$ cat config.mk
export PLATFORM = sky130hd
export DESIGN_NAME = axi_lite_regfile_slave_flat
export DESIGN_NICKNAME = d
export VERILOG_FILES = /design/src/rtl/axi_lite_regfile_slave_if.sv /design/src/rtl/axi_lite_regfile_slave.sv /design/src/flat_wrapper.sv
export SDC_FILE = /design/constraint.sdc
export NUM_CORES = 1
export LEC_CHECK = 0
export CELL_PAD_IN_SITES_DETAIL_PLACEMENT = 0
export CELL_PAD_IN_SITES_GLOBAL_PLACEMENT = 1
export CORE_AREA = 2 2 492 494
export CTS_CLUSTER_SIZE = 10
export DETAILED_ROUTE_END_ITERATION = 10
export DIE_AREA = 0 0 494 496
export PLACE_DENSITY_LB_ADDON = 0.1
export SETUP_SLACK_MARGIN = 0.3
export SLEW_MARGIN = 0
export SYNTH_ARGS = -nofsm -noshare
export SYNTH_HDL_FRONTEND = slang
export SYNTH_SLANG_ARGS = --single-unit
$ cat constraint.sdc
create_clock -name clk_i -period 2.8 [get_ports clk_i]
set_input_delay 0.42 -clock clk_i [delete_from_list [all_inputs] [get_ports clk_i]]
set_output_delay 0.42 -clock clk_i [all_outputs]
set_load 0.02 [all_outputs]
$ cat src/rtl/axi_lite_regfile_slave_if.sv
// AXI4-Lite bus bundle between an interconnect master port and a register-file slave.
// Write address (aw_*), write data (w_*), write response (b_*), read address (ar_*)
// and read data (r_*) channels. Clock and reset stay outside the bundle.
interface axi_lite_regfile_slave_if #(
  parameter int unsigned ADDR_WIDTH = 32,
  parameter int unsigned DATA_WIDTH = 64
) ();
  localparam int unsigned STRB_WIDTH = DATA_WIDTH / 8;

  logic [ADDR_WIDTH-1:0] aw_addr;
  logic                  aw_valid;
  logic                  aw_ready;
  logic [DATA_WIDTH-1:0] w_data;
  logic [STRB_WIDTH-1:0] w_strb;
  logic                  w_valid;
  logic                  w_ready;
  logic [1:0]            b_resp;
  logic                  b_valid;
  logic                  b_ready;
  logic [ADDR_WIDTH-1:0] ar_addr;
  logic                  ar_valid;
  logic                  ar_ready;
  logic [DATA_WIDTH-1:0] r_data;
  logic [1:0]            r_resp;
  logic                  r_valid;
  logic                  r_ready;

  modport master (
    output aw_addr, aw_valid, w_data, w_strb, w_valid, b_ready, ar_addr, ar_valid, r_ready,
    input  aw_ready, w_ready, b_resp, b_valid, ar_ready, r_data, r_resp, r_valid
  );

  modport slave (
    input  aw_addr, aw_valid, w_data, w_strb, w_valid, b_ready, ar_addr, ar_valid, r_ready,
    output aw_ready, w_ready, b_resp, b_valid, ar_ready, r_data, r_resp, r_valid
  );
endinterface

$ cat src/rtl/axi_lite_regfile_slave.sv
// AXI4-Lite slave exposing NUM_REGS word-wide memory-mapped registers to hardware.
// Ports:
//   clk_i, rst_ni : clock, asynchronous active-low reset
//   bus           : AXI4-Lite slave modport (AW/W/B write path, AR/R read path)
//   reg_q_o       : flat RW register values, slice i = reg i (RO slices read as 0)
//   reg_ro_i      : flat hardware values for read-only registers
//   reg_wr_o      : one-cycle pulse per register after a successful write
module axi_lite_regfile_slave #(
  parameter int unsigned          ADDR_WIDTH = 32,
  parameter int unsigned          DATA_WIDTH = 64,
  parameter int unsigned          NUM_REGS   = 8,
  parameter logic [NUM_REGS-1:0]  RO_MASK    = '0
) (
  input  logic                           clk_i,
  input  logic                           rst_ni,
  axi_lite_regfile_slave_if.slave        bus,
  output logic [NUM_REGS*DATA_WIDTH-1:0] reg_q_o,
  input  logic [NUM_REGS*DATA_WIDTH-1:0] reg_ro_i,
  output logic [NUM_REGS-1:0]            reg_wr_o
);

  localparam int unsigned STRB_WIDTH = DATA_WIDTH / 8;
  localparam int unsigned OFF_W      = $clog2(STRB_WIDTH);
  localparam int unsigned IDX_W      = $clog2(NUM_REGS);

  localparam logic [1:0] RESP_OKAY   = 2'b00;
  localparam logic [1:0] RESP_SLVERR = 2'b10;
  localparam logic [1:0] RESP_DECERR = 2'b11;

  // Word address beyond the register bank decodes to nothing.
  function automatic logic addr_in_range(input logic [ADDR_WIDTH-1:0] addr);
    return (addr >> OFF_W) < ADDR_WIDTH'(NUM_REGS);
  endfunction

  function automatic logic [IDX_W-1:0] addr_idx(input logic [ADDR_WIDTH-1:0] addr);
    return addr[OFF_W +: IDX_W];
  endfunction

  // State
  logic                  aw_held_q, aw_held_d;
  logic [ADDR_WIDTH-1:0] aw_addr_q, aw_addr_d;
  logic                  w_held_q, w_held_d;
  logic [DATA_WIDTH-1:0] w_data_q, w_data_d;
  logic [STRB_WIDTH-1:0] w_strb_q, w_strb_d;
  logic                  aw_ready_q, aw_ready_d;
  logic                  w_ready_q, w_ready_d;
  logic                  b_valid_q, b_valid_d;
  logic [1:0]            b_resp_q, b_resp_d;
  logic                  ar_ready_q, ar_ready_d;
  logic                  r_valid_q, r_valid_d;
  logic [1:0]            r_resp_q, r_resp_d;
  logic [DATA_WIDTH-1:0] r_data_q, r_data_d;
  logic [NUM_REGS-1:0]   reg_wr_q, reg_wr_d;
  logic [DATA_WIDTH-1:0] regs_q [NUM_REGS];
  logic [DATA_WIDTH-1:0] regs_d [NUM_REGS];

  // Combinational helpers
  logic                  aw_hs, w_hs, ar_hs, commit;
  logic [ADDR_WIDTH-1:0] wr_addr;
  logic [DATA_WIDTH-1:0] wr_data;
  logic [STRB_WIDTH-1:0] wr_strb;
  logic [IDX_W-1:0]      wr_idx, rd_idx;
  logic [DATA_WIDTH-1:0] ro_words [NUM_REGS];

  // Word views of the flat hardware-side buses.
  for (genvar i = 0; i < NUM_REGS; i++) begin : g_words
    assign ro_words[i] = reg_ro_i[i*DATA_WIDTH +: DATA_WIDTH];
    assign reg_q_o[i*DATA_WIDTH +: DATA_WIDTH] = RO_MASK[i] ? '0 : regs_q[i];
  end

  // Next-state logic for both channels.
  always_comb begin
    aw_held_d = aw_held_q;
    aw_addr_d = aw_addr_q;
    w_held_d  = w_held_q;
    w_data_d  = w_data_q;
    w_strb_d  = w_strb_q;
    b_valid_d = b_valid_q;
    b_resp_d  = b_resp_q;
    r_valid_d = r_valid_q;
    r_resp_d  = r_resp_q;
    r_data_d  = r_data_q;
    reg_wr_d  = '0;
    regs_d    = regs_q;

    aw_hs = bus.aw_valid && aw_ready_q;
    w_hs  = bus.w_valid && w_ready_q;
    ar_hs = bus.ar_valid && ar_ready_q;

    // Address/data come from the holding buffer if one was captured earlier.
    wr_addr = aw_held_q ? aw_addr_q : bus.aw_addr;
    wr_data = w_held_q ? w_data_q : bus.w_data;
    wr_strb = w_held_q ? w_strb_q : bus.w_strb;
    wr_idx  = addr_idx(wr_addr);
    rd_idx  = addr_idx(bus.ar_addr);
    commit  = (aw_held_q || aw_hs) && (w_held_q || w_hs);

    if (b_valid_q && bus.b_ready) begin
      b_valid_d = 1'b0;
    end

    if (commit) begin
      aw_held_d = 1'b0;
      w_held_d  = 1'b0;
      b_valid_d = 1'b1;
      if (!addr_in_range(wr_addr)) begin
        b_resp_d = RESP_DECERR;
      end else if (RO_MASK[wr_idx]) begin
        b_resp_d = RESP_SLVERR;
      end else begin
        for (int unsigned b = 0; b < STRB_WIDTH; b++) begin
          if (wr_strb[b]) begin
            regs_d[wr_idx][b*8 +: 8] = wr_data[b*8 +: 8];
          end
        end
        reg_wr_d[wr_idx] = 1'b1;
        b_resp_d         = RESP_OKAY;
      end
    end else begin
      if (aw_hs) begin
        aw_held_d = 1'b1;
        aw_addr_d = bus.aw_addr;
      end
      if (w_hs) begin
        w_held_d = 1'b1;
        w_data_d = bus.w_data;
        w_strb_d = bus.w_strb;
      end
    end

    if (r_valid_q && bus.r_ready) begin
      r_valid_d = 1'b0;
    end

    // Read samples pre-edge register state, so a same-cycle write is not visible.
    if (ar_hs) begin
      r_valid_d = 1'b1;
      if (!addr_in_range(bus.ar_addr)) begin
        r_data_d = '0;
        r_resp_d = RESP_DECERR;
      end else if (RO_MASK[rd_idx]) begin
        r_data_d = ro_words[rd_idx];
        r_resp_d = RESP_OKAY;
      end else begin
        r_data_d = regs_q[rd_idx];
        r_resp_d = RESP_OKAY;
      end
    end

    // Readies registered from the next state so they track buffer/response occupancy.
    aw_ready_d = !aw_held_d && !b_valid_d;
    w_ready_d  = !w_held_d && !b_valid_d;
    ar_ready_d = !r_valid_d;
  end

  // State register.
  always_ff @(posedge clk_i or negedge rst_ni) begin
    if (!rst_ni) begin
      aw_held_q  <= 1'b0;
      aw_addr_q  <= '0;
      w_held_q   <= 1'b0;
      w_data_q   <= '0;
      w_strb_q   <= '0;
      aw_ready_q <= 1'b1;
      w_ready_q  <= 1'b1;
      b_valid_q  <= 1'b0;
      b_resp_q   <= 2'b00;
      ar_ready_q <= 1'b1;
      r_valid_q  <= 1'b0;
      r_resp_q   <= 2'b00;
      r_data_q   <= '0;
      reg_wr_q   <= '0;
      regs_q     <= '{default: '0};
    end else begin
      aw_held_q  <= aw_held_d;
      aw_addr_q  <= aw_addr_d;
      w_held_q   <= w_held_d;
      w_data_q   <= w_data_d;
      w_strb_q   <= w_strb_d;
      aw_ready_q <= aw_ready_d;
      w_ready_q  <= w_ready_d;
      b_valid_q  <= b_valid_d;
      b_resp_q   <= b_resp_d;
      ar_ready_q <= ar_ready_d;
      r_valid_q  <= r_valid_d;
      r_resp_q   <= r_resp_d;
      r_data_q   <= r_data_d;
      reg_wr_q   <= reg_wr_d;
      regs_q     <= regs_d;
    end
  end

  assign bus.aw_ready = aw_ready_q;
  assign bus.w_ready  = w_ready_q;
  assign bus.b_valid  = b_valid_q;
  assign bus.b_resp   = b_resp_q;
  assign bus.ar_ready = ar_ready_q;
  assign bus.r_valid  = r_valid_q;
  assign bus.r_resp   = r_resp_q;
  assign bus.r_data   = r_data_q;
  assign reg_wr_o     = reg_wr_q;

endmodule

$ cat src/flat_wrapper.sv
// flat-port wrapper written by rule: the top's interface ports become plain ports
module axi_lite_regfile_slave_flat 
#(
  parameter int unsigned          ADDR_WIDTH = 32,
  parameter int unsigned          DATA_WIDTH = 64,
  parameter int unsigned          NUM_REGS   = 8,
  parameter logic [NUM_REGS-1:0]  RO_MASK    = '0
)
  (clk_i, rst_ni, reg_q_o, reg_ro_i, reg_wr_o, bus_aw_addr, bus_aw_valid, bus_w_data, bus_w_strb, bus_w_valid, bus_b_ready, bus_ar_addr, bus_ar_valid, bus_r_ready, bus_aw_ready, bus_w_ready, bus_b_resp, bus_b_valid, bus_ar_ready, bus_r_data, bus_r_resp, bus_r_valid);
  axi_lite_regfile_slave_if #(.ADDR_WIDTH(ADDR_WIDTH), .DATA_WIDTH(DATA_WIDTH)) bus_i ();
  input  logic clk_i;
  input  logic rst_ni;
  output logic [NUM_REGS*DATA_WIDTH-1:0] reg_q_o;
  input  logic [NUM_REGS*DATA_WIDTH-1:0] reg_ro_i;
  output logic [NUM_REGS-1:0] reg_wr_o;
  input wire logic [$bits(bus_i.aw_addr)-1:0] bus_aw_addr;
  input wire logic [$bits(bus_i.aw_valid)-1:0] bus_aw_valid;
  input wire logic [$bits(bus_i.w_data)-1:0] bus_w_data;
  input wire logic [$bits(bus_i.w_strb)-1:0] bus_w_strb;
  input wire logic [$bits(bus_i.w_valid)-1:0] bus_w_valid;
  input wire logic [$bits(bus_i.b_ready)-1:0] bus_b_ready;
  input wire logic [$bits(bus_i.ar_addr)-1:0] bus_ar_addr;
  input wire logic [$bits(bus_i.ar_valid)-1:0] bus_ar_valid;
  input wire logic [$bits(bus_i.r_ready)-1:0] bus_r_ready;
  output wire logic [$bits(bus_i.aw_ready)-1:0] bus_aw_ready;
  output wire logic [$bits(bus_i.w_ready)-1:0] bus_w_ready;
  output wire logic [$bits(bus_i.b_resp)-1:0] bus_b_resp;
  output wire logic [$bits(bus_i.b_valid)-1:0] bus_b_valid;
  output wire logic [$bits(bus_i.ar_ready)-1:0] bus_ar_ready;
  output wire logic [$bits(bus_i.r_data)-1:0] bus_r_data;
  output wire logic [$bits(bus_i.r_resp)-1:0] bus_r_resp;
  output wire logic [$bits(bus_i.r_valid)-1:0] bus_r_valid;
  assign bus_i.aw_addr = bus_aw_addr;
  assign bus_i.aw_valid = bus_aw_valid;
  assign bus_i.w_data = bus_w_data;
  assign bus_i.w_strb = bus_w_strb;
  assign bus_i.w_valid = bus_w_valid;
  assign bus_i.b_ready = bus_b_ready;
  assign bus_i.ar_addr = bus_ar_addr;
  assign bus_i.ar_valid = bus_ar_valid;
  assign bus_i.r_ready = bus_r_ready;
  assign bus_aw_ready = bus_i.aw_ready;
  assign bus_w_ready = bus_i.w_ready;
  assign bus_b_resp = bus_i.b_resp;
  assign bus_b_valid = bus_i.b_valid;
  assign bus_ar_ready = bus_i.ar_ready;
  assign bus_r_data = bus_i.r_data;
  assign bus_r_resp = bus_i.r_resp;
  assign bus_r_valid = bus_i.r_valid;
  axi_lite_regfile_slave #(.ADDR_WIDTH(ADDR_WIDTH), .DATA_WIDTH(DATA_WIDTH), .NUM_REGS(NUM_REGS), .RO_MASK(RO_MASK)) u_core (.clk_i(clk_i), .rst_ni(rst_ni), .bus(bus_i), .reg_q_o(reg_q_o), .reg_ro_i(reg_ro_i), .reg_wr_o(reg_wr_o));
endmodule
==> impl_metrics.toml, run 1 <==
[grt]
antenna_found_initial = 20
overflow = 0
grt_start_max_net_pins = 68
grt_pass1_vias = 24015
gr-usage-all-layers_pct = 12.9
grt_pass1_wl_um = 219000

[power]
internal_power_uw = 21000
switchingPower_uw = 8990
p_sw_share_pct = 29.9
pwr-share-seq_pct = 37.5
power_leakage_uw = 0.0211
clkPwrFrac_pct = 43.9
power_frac_comb_pct = 18.5
ir_worst_vdd_mv = 0.422
powerDensity_nw_per_um2 = 611

[die]
initial_utilization_pct = 13.1
die-area_um2 = 245000
core_region_area_um2 = 240000
fp.dieW_um = 494
num_io_pins = 1248
die_h_um = 496
fp-row-count = 180

[sta]
slew_viol_final = 0
fin_skew_ns = 0.0260
hold_viol_final = 0
layout_setup_ws_ns = 0.0651
period_minus_slack_ns = 2.73
worst_slew_pin_slew_ns = 0.839
finalSetupViolations = 0
tns_ns = 0
grt_setup_unrepaired = "true"
clock.fmax_ghz = 0.366
slew_headroom_pct = 44.0
finalCritPeriodShare_pct = 97.7

[placement]
hpwlAfterDp_um = 115000
io_buffers = 729
place_inst = 5944
place.gp.congestion = 0.749
place_area_um2 = 45000
dp_slack_ns = -0.499

[synthesis]
syn_inst = 1943
ys_types = 38
ys.flop_type = "dfrtp_1"
synth_nets = 2598
synth_common_cells = "691 x dfrtp_1, 653 x mux2_2, 128 x mux4_2"
yosysTopAreaCellShare_pct = 55.0
synthArstFlopShare_pct = 100
ys_warn_count = 0
avgSynthCellArea_um2 = 16.2
ys_ff_latch = 694
synth_enable_flop_cells = 0
yosysSeqAreaShare_pct = 55.2
synth.top_cells.by_area = "dfrtp_1 55%, mux2_2 23%, mux4_2 9.2%"
synth_most_common_cell = "dfrtp_1"
synth_top_area_cell = "dfrtp_1"
synth_area_um2 = 31500

[routing]
drt_wl_total_um = 161000
ant_nets = 0
wl_per_cell_um = 26.1
drt_first_iter_violations = 933
dr.pass1.iters = 5
dr_wl_met2_um = 75200
drc = 0
viasPerCell = 3.58
num_vias = 22014
drt-met1-wl_um = 72700
wl_met3_um = 9270
routed.top_layer = "met5"

[setup_path]
worst-path-max-fanout = 6
worst-endpoint-required_ns = 3.40
reg2reg_depth = 10
startpoint_type = "register"
path_class = "reg2reg"
arrival_ns = 3.34
end_kind = "register"

[cts]
cts_tree = "built"
htreeDepth = 3
cts_sinks = 694
cts_root_buffer = "clkbuf_16"
cts_buffers = 99
clockBufferDepth = 3
clk_pin_slew_ns = 0.06
clock_latency_ns = 0.73

[outcome]
status = "complete, no violations"

[layout]
area_growth_pct = 56.4
drive_gt1_share_pct = 42.5
multi_input_comb_area_um2 = 14000
seq_area_um2 = 17400
fin_cells = 6149
fin_nets = 3534
fin_area_um2 = 49200
nFillCells = 25577

[hold_path]
hold_class = "in2reg"
whs_path_depth = 3

[flow_run]
max_cap_violations = 0
==> per-stage QoR <==
stage          hold WS, ns  utilization, %  total power [uW]
2_1_floorplan        0.124               -             14500
3_3_place_gp         0.468            18.8             17000
3_5_place_dp         0.474            18.8             17100
4_1_cts              0.134            20.5             30900
5_1_grt              0.184            20.5             31700
6_report             0.232            20.5             30000
==> final timing paths <==
path / start / to / slack [ns]
max reg2reg: u_core.aw_held_q$_DFF_PN0_ / u_core.reg_q_o[444]$_DFFE_PN0P_ / 0.07
min reg2reg: u_core.bus.r_data[53]$_DFFE_PN0P_ / u_core.bus.r_data[53]$_DFFE_PN0P_ / 0.48
min in group asynchronous: rst_ni / u_core.w_data_q[6]$_DFFE_PN0P_ / 0.38
min: bus_ar_addr[4] / u_core.bus.r_data[38]$_DFFE_PN0P_ / 0.23
max: u_core.aw_held_q$_DFF_PN0_ / u_core.reg_q_o[444]$_DFFE_PN0P_ / 0.07
max in group asynchronous: rst_ni / u_core.w_strb_q[2]$_DFFE_PN0P_ / 1.50
==> registers in the layout, indices dropped and copies added, names as in the netlist <==
| name | flops |
|---|---|
| u_core.w_strb_q | 8 |
| u_core.bus.b_resp | 1 |
| u_core.bus.w_ready | 1 |
| u_core.bus.r_valid | 1 |
| u_core.bus.b_valid | 1 |
| u_core.bus.aw_ready | 1 |
| u_core.w_held_q | 1 |
| u_core.bus.r_resp | 1 |
| u_core.bus.r_data | 64 |
| u_core.reg_q_o | 512 |
| u_core.aw_addr_q | 29 |
| u_core.w_data_q | 64 |
| u_core.aw_held_q | 1 |
| u_core.bus.ar_ready | 1 |
| u_core.reg_wr_o | 8 |
==> area by class of cell <==
type,count,area share (%)
repair buffers,934,21.1
multi-input cells,1145,28.5
well taps,3185,8.10
clock buffers,145,5.88
diodes,6,0.0305
inverters,5,0.0382
clock inverters,35,0.934
flip-flops and latches,694,35.3
==> routing by layer <==
layer	up-vias	GRT usage, %
met5	-	0
li1	9306	-
met1	11806	17.1
met2	687	20.8
met4	14	3.52
met3	201	3.02
==> repair_timing <==
action,4_1_cts,5_1_grt
endpoints found under the hold margin,29,0
hold buffers,1,0
pin swaps,28,22
buffers inserted,12,2
setup endpoints to repair,512,512
resized for setup,95,8
gates cloned,4,0
==> cells by family after synthesis <==
| family | after synthesis | synth area share (%) |
|---|---|---|
| mux | 878 | 36.1 |
| flops | 694 | 55.2 |
| simple gates | 183 | 5.36 |
| buf+inv | 104 | 1.58 |
| compound gates | 84 | 1.71 |
==> cells in the final DEF, fill, tap and decap left out, types with 10 or more instances in the layout <==
master / synthesis / routed
mux2_4: 32 / 89
clkdlybuf4s50_1: 0 / 725
clkbuf_16: 0 / 101
mux4_2: 128 / 128
buf_4: 5 / 76
dfrtp_1: 691 / 689
buf_6: 6 / 13
mux2i_1: 65 / 64
nand2_1: 69 / 67
clkbuf_1: 51 / 24
mux2_2: 653 / 596
o21ai_0: 66 / 66
nand4_4: 40 / 61
clkinv_2: 0 / 17
buf_12: 2 / 108
clkbuf_8: 0 / 20
nor4_1: 12 / 10
nor2_1: 16 / 16
==> power groups by stage <==
stage / Combinational [uW] / Sequential (uW) / Clock, uW
finish: 5560 / 11300 / 13200
CTS: 5820 / 11300 / 13800
global route: 6070 / 11400 / 14200
floorplan: 3190 / 11300 / 0
global placement: 5590 / 11400 / 0
detailed placement: 5690 / 11400 / 0
==> critical path, cell delays in order (launching register included) <==
cell	delay, ns
dfrtp_2	0.45
or4_1	0.42
o22a_1	0.26
buf_12	0.16
a2111oi_4	0.21
buf_4	0.18
buf_12	0.18
buf_4	0.15
nand4_4	0.12
buf_6	0.18
mux2_2	0.27
Note: power is estimated with default switching activity, not from simulation.
==> run 2, diff against run 1 <==
Settings changed: GPL_TIMING_DRIVEN set to 0, TNS_END_PERCENT set to 100.
==> run 2 against run 1 <==
Net effect: core utilization shrank 0.11 points; cell count increased by 0.23%; critical path type unchanged; clock skew rose by 0.0076 ns; highest routed layer unchanged; sequential share of layout area rose by 0.18 points; first-iteration DRC count fell by 14%; routed wire length rose by 7.4%; largest power group unchanged; clock-buffer cell count rose by 7; register-to-register slack lost 0.05 ns; maximum frequency is 1.9% lower; clock power is essentially flat; critical endpoint is now u_core.reg_q_o[313]$_DFFE_PN0P_; critical path depth is 1 higher.
==> impl_metrics.toml, run 2 (synthesis gave the netlist of run 1 again) <==
[routing]
ant_nets = 0
num_vias = 22013
drt_first_iter_violations = 798
drt_wl_total_um = 173000
dr.pass1.iters = 4
wl_per_cell_um = 28.0
viasPerCell = 3.57
drc = 0

[setup_path]
cp_cell_sequence = "buf_6 -> or4_4 -> o22a_1 -> buf_6 -> a2111oi_4 -> buf_4 -> buf_12 -> buf_16 -> nand4_4 -> buf_12 -> mux2_4"
worst-path-max-fanout = 8
end_kind = "register"
path_buf_inv = 6
path_class = "reg2reg"
reg2reg_depth = 11
r2r-end = "u_core.reg_q_o[313]$_DFFE_PN0P_"
startpoint = "u_core.aw_held_q$_DFF_PN0_"
crit_family = "buffers and inverters"
rr_startpoint = "u_core.aw_held_q$_DFF_PN0_"
crit_slowest_cell = "or4_4"
worst-endpoint-required_ns = 3.39
startpoint_type = "register"
ff2ff_setup_slack_ns = 0.01
slowest_delay_ns = 0.40
arrival_ns = 3.38

[grt]
grt_pass1_wl_um = 232000
gr-usage-all-layers_pct = 13.9
top_usage_layer = "met2"
antenna_found_initial = 29
use_met2_pct = 22.6
grt_pass1_vias = 24473
grt_start_max_net_pins = 111
met3_usage_pct = 4.81
overflow = 0
use_met1_pct = 17.4

[hold_path]
hold_class = "in2async"

[layout]
largest_register_ffs = 512
fin_area_um2 = 48900
fin_cells = 6163
nFillCells = 25615
drive_gt1_share_pct = 41.6
area_growth_pct = 55.5
fin_nets = 3545
most-common-layout-cells = "725 x clkdlybuf4s50_1, 691 x dfrtp_1, 648 x mux2_2"
layout_commonest_cell = "clkdlybuf4s50_1"

[cts]
cts_sinks = 694
cts_root_buffer = "clkbuf_16"
clk_pin_slew_ns = 0.06
htreeDepth = 3
cts_buffers = 100
clock_latency_ns = 0.74
clockBufferDepth = 3
cts_tree = "built"

[sta]
hold_viol_final = 0
slew_viol_final = 0
finalSetupViolations = 0
clock.fmax_ghz = 0.359
layout_setup_ws_ns = 0.0124
finalCritPeriodShare_pct = 99.6
period_minus_slack_ns = 2.79
grt_setup_unrepaired = "true"
fin_skew_ns = 0.0336
worst_slew_pin_slew_ns = 1.33
slew_headroom_pct = 11.4

[power]
power.total_uw = 30000
ir_worst_vdd_mv = 0.517
powerDensity_nw_per_um2 = 612
power_leakage_uw = 0.0209

[die]
fp.dieW_um = 494
die_h_um = 496
initial_utilization_pct = 13.1
num_io_pins = 1248
die-area_um2 = 245000
core_region_area_um2 = 240000
fp-row-count = 180

[placement]
place_area_um2 = 43000
place_inst = 5867
io_buffers = 726
hpwlAfterDp_um = 124000
place.gp.congestion = 0.733
dp_slack_ns = -1.93

[outcome]
status = "complete, no violations"

[flow_run]
max_cap_violations = 0
## run 2: changes by cell type in the layout (fill, tap and decap cells not counted), sizes merged
cell           previous run  this run
clkbuf                  145       197
bufinv                    9         6
clkdlybuf4s15             0         2
buf                     208       171
## run 2: cell type report
type	count	area, um^2	area share (%)
Multi-Input combinational cell	1145	13900	28.4
Inverter	5	18.8	0.0384
Antenna cell	6	15.0	0.0307
Clock buffer	152	2980	6.09
Clock inverter	32	350	0.716
Timing Repair Buffer	851	9560	19.5
Buffer	93	738	1.51
Tap cell	3185	3990	8.15
Sequential cell	694	17400	35.5
## run 2: how the worst max path moves through the flow
stage | endpoint | cells past startpoint
after floorplan | u_core.reg_q_o[352]$_DFFE_PN0P_ | 7
final | u_core.reg_q_o[313]$_DFFE_PN0P_ | 11
after global placement | u_core.w_data_q[56]$_DFFE_PN0P_ | 1
after CTS | u_core.reg_q_o[313]$_DFFE_PN0P_ | 11
after global routing | u_core.reg_q_o[360]$_DFFE_PN0P_ | 11
after detailed placement | u_core.reg_q_o[159]$_DFFE_PN0P_ | 6
## run 2: per-layer routing
| metal | up-vias | part of all wire, % |
|---|---|---|
| met4 | 16 | 2.4 |
| met1 | 11773 | 43 |
| met3 | 196 | 7.9 |
| met2 | 707 | 47 |
| li1 | 9321 | - |
| met5 | - | 0.056 |
## run 2: power by group
| group | internal [uW] | leakage, uW | switching (uW) |
|---|---|---|---|
| sequential | 10800 | 0.00945 | 390 |
| clock | 7850 | 0.00165 | 5220 |
| combinational | 2040 | 0.00977 | 3600 |
| total | 20700 | 0.0209 | 9210 |
## run 2: per-stage QoR
stage,utilization [%],TNS [ns],hold slack (ns)
floorplan,-,0,0.124
global placement,17.8,-,0.461
detailed placement,18.0,-864.73,0.471
CTS,20.3,-0.0761,0.169
global route,20.4,-2.65,0.237
finish,20.4,0,0.234
## run 2: worst reg2reg max path, cell delays in order, from the launching register on
cell and delay, ns:
dfrtp_1 0.37, buf_6 0.14, or4_4 0.41, o22a_1 0.23
buf_6 0.15, a2111oi_4 0.17, buf_4 0.20, buf_12 0.17
buf_16 0.20, nand4_4 0.11, buf_12 0.19, mux2_4 0.32
## run 2: repair_timing
item,in CTS,in global routing
gates cloned,5,0
endpoints found under the setup margin,675,726
hold buffers,1,0
resized for setup,132,38
pin swaps,56,15
setup buffers,97,7
endpoints found under the hold margin,103,0
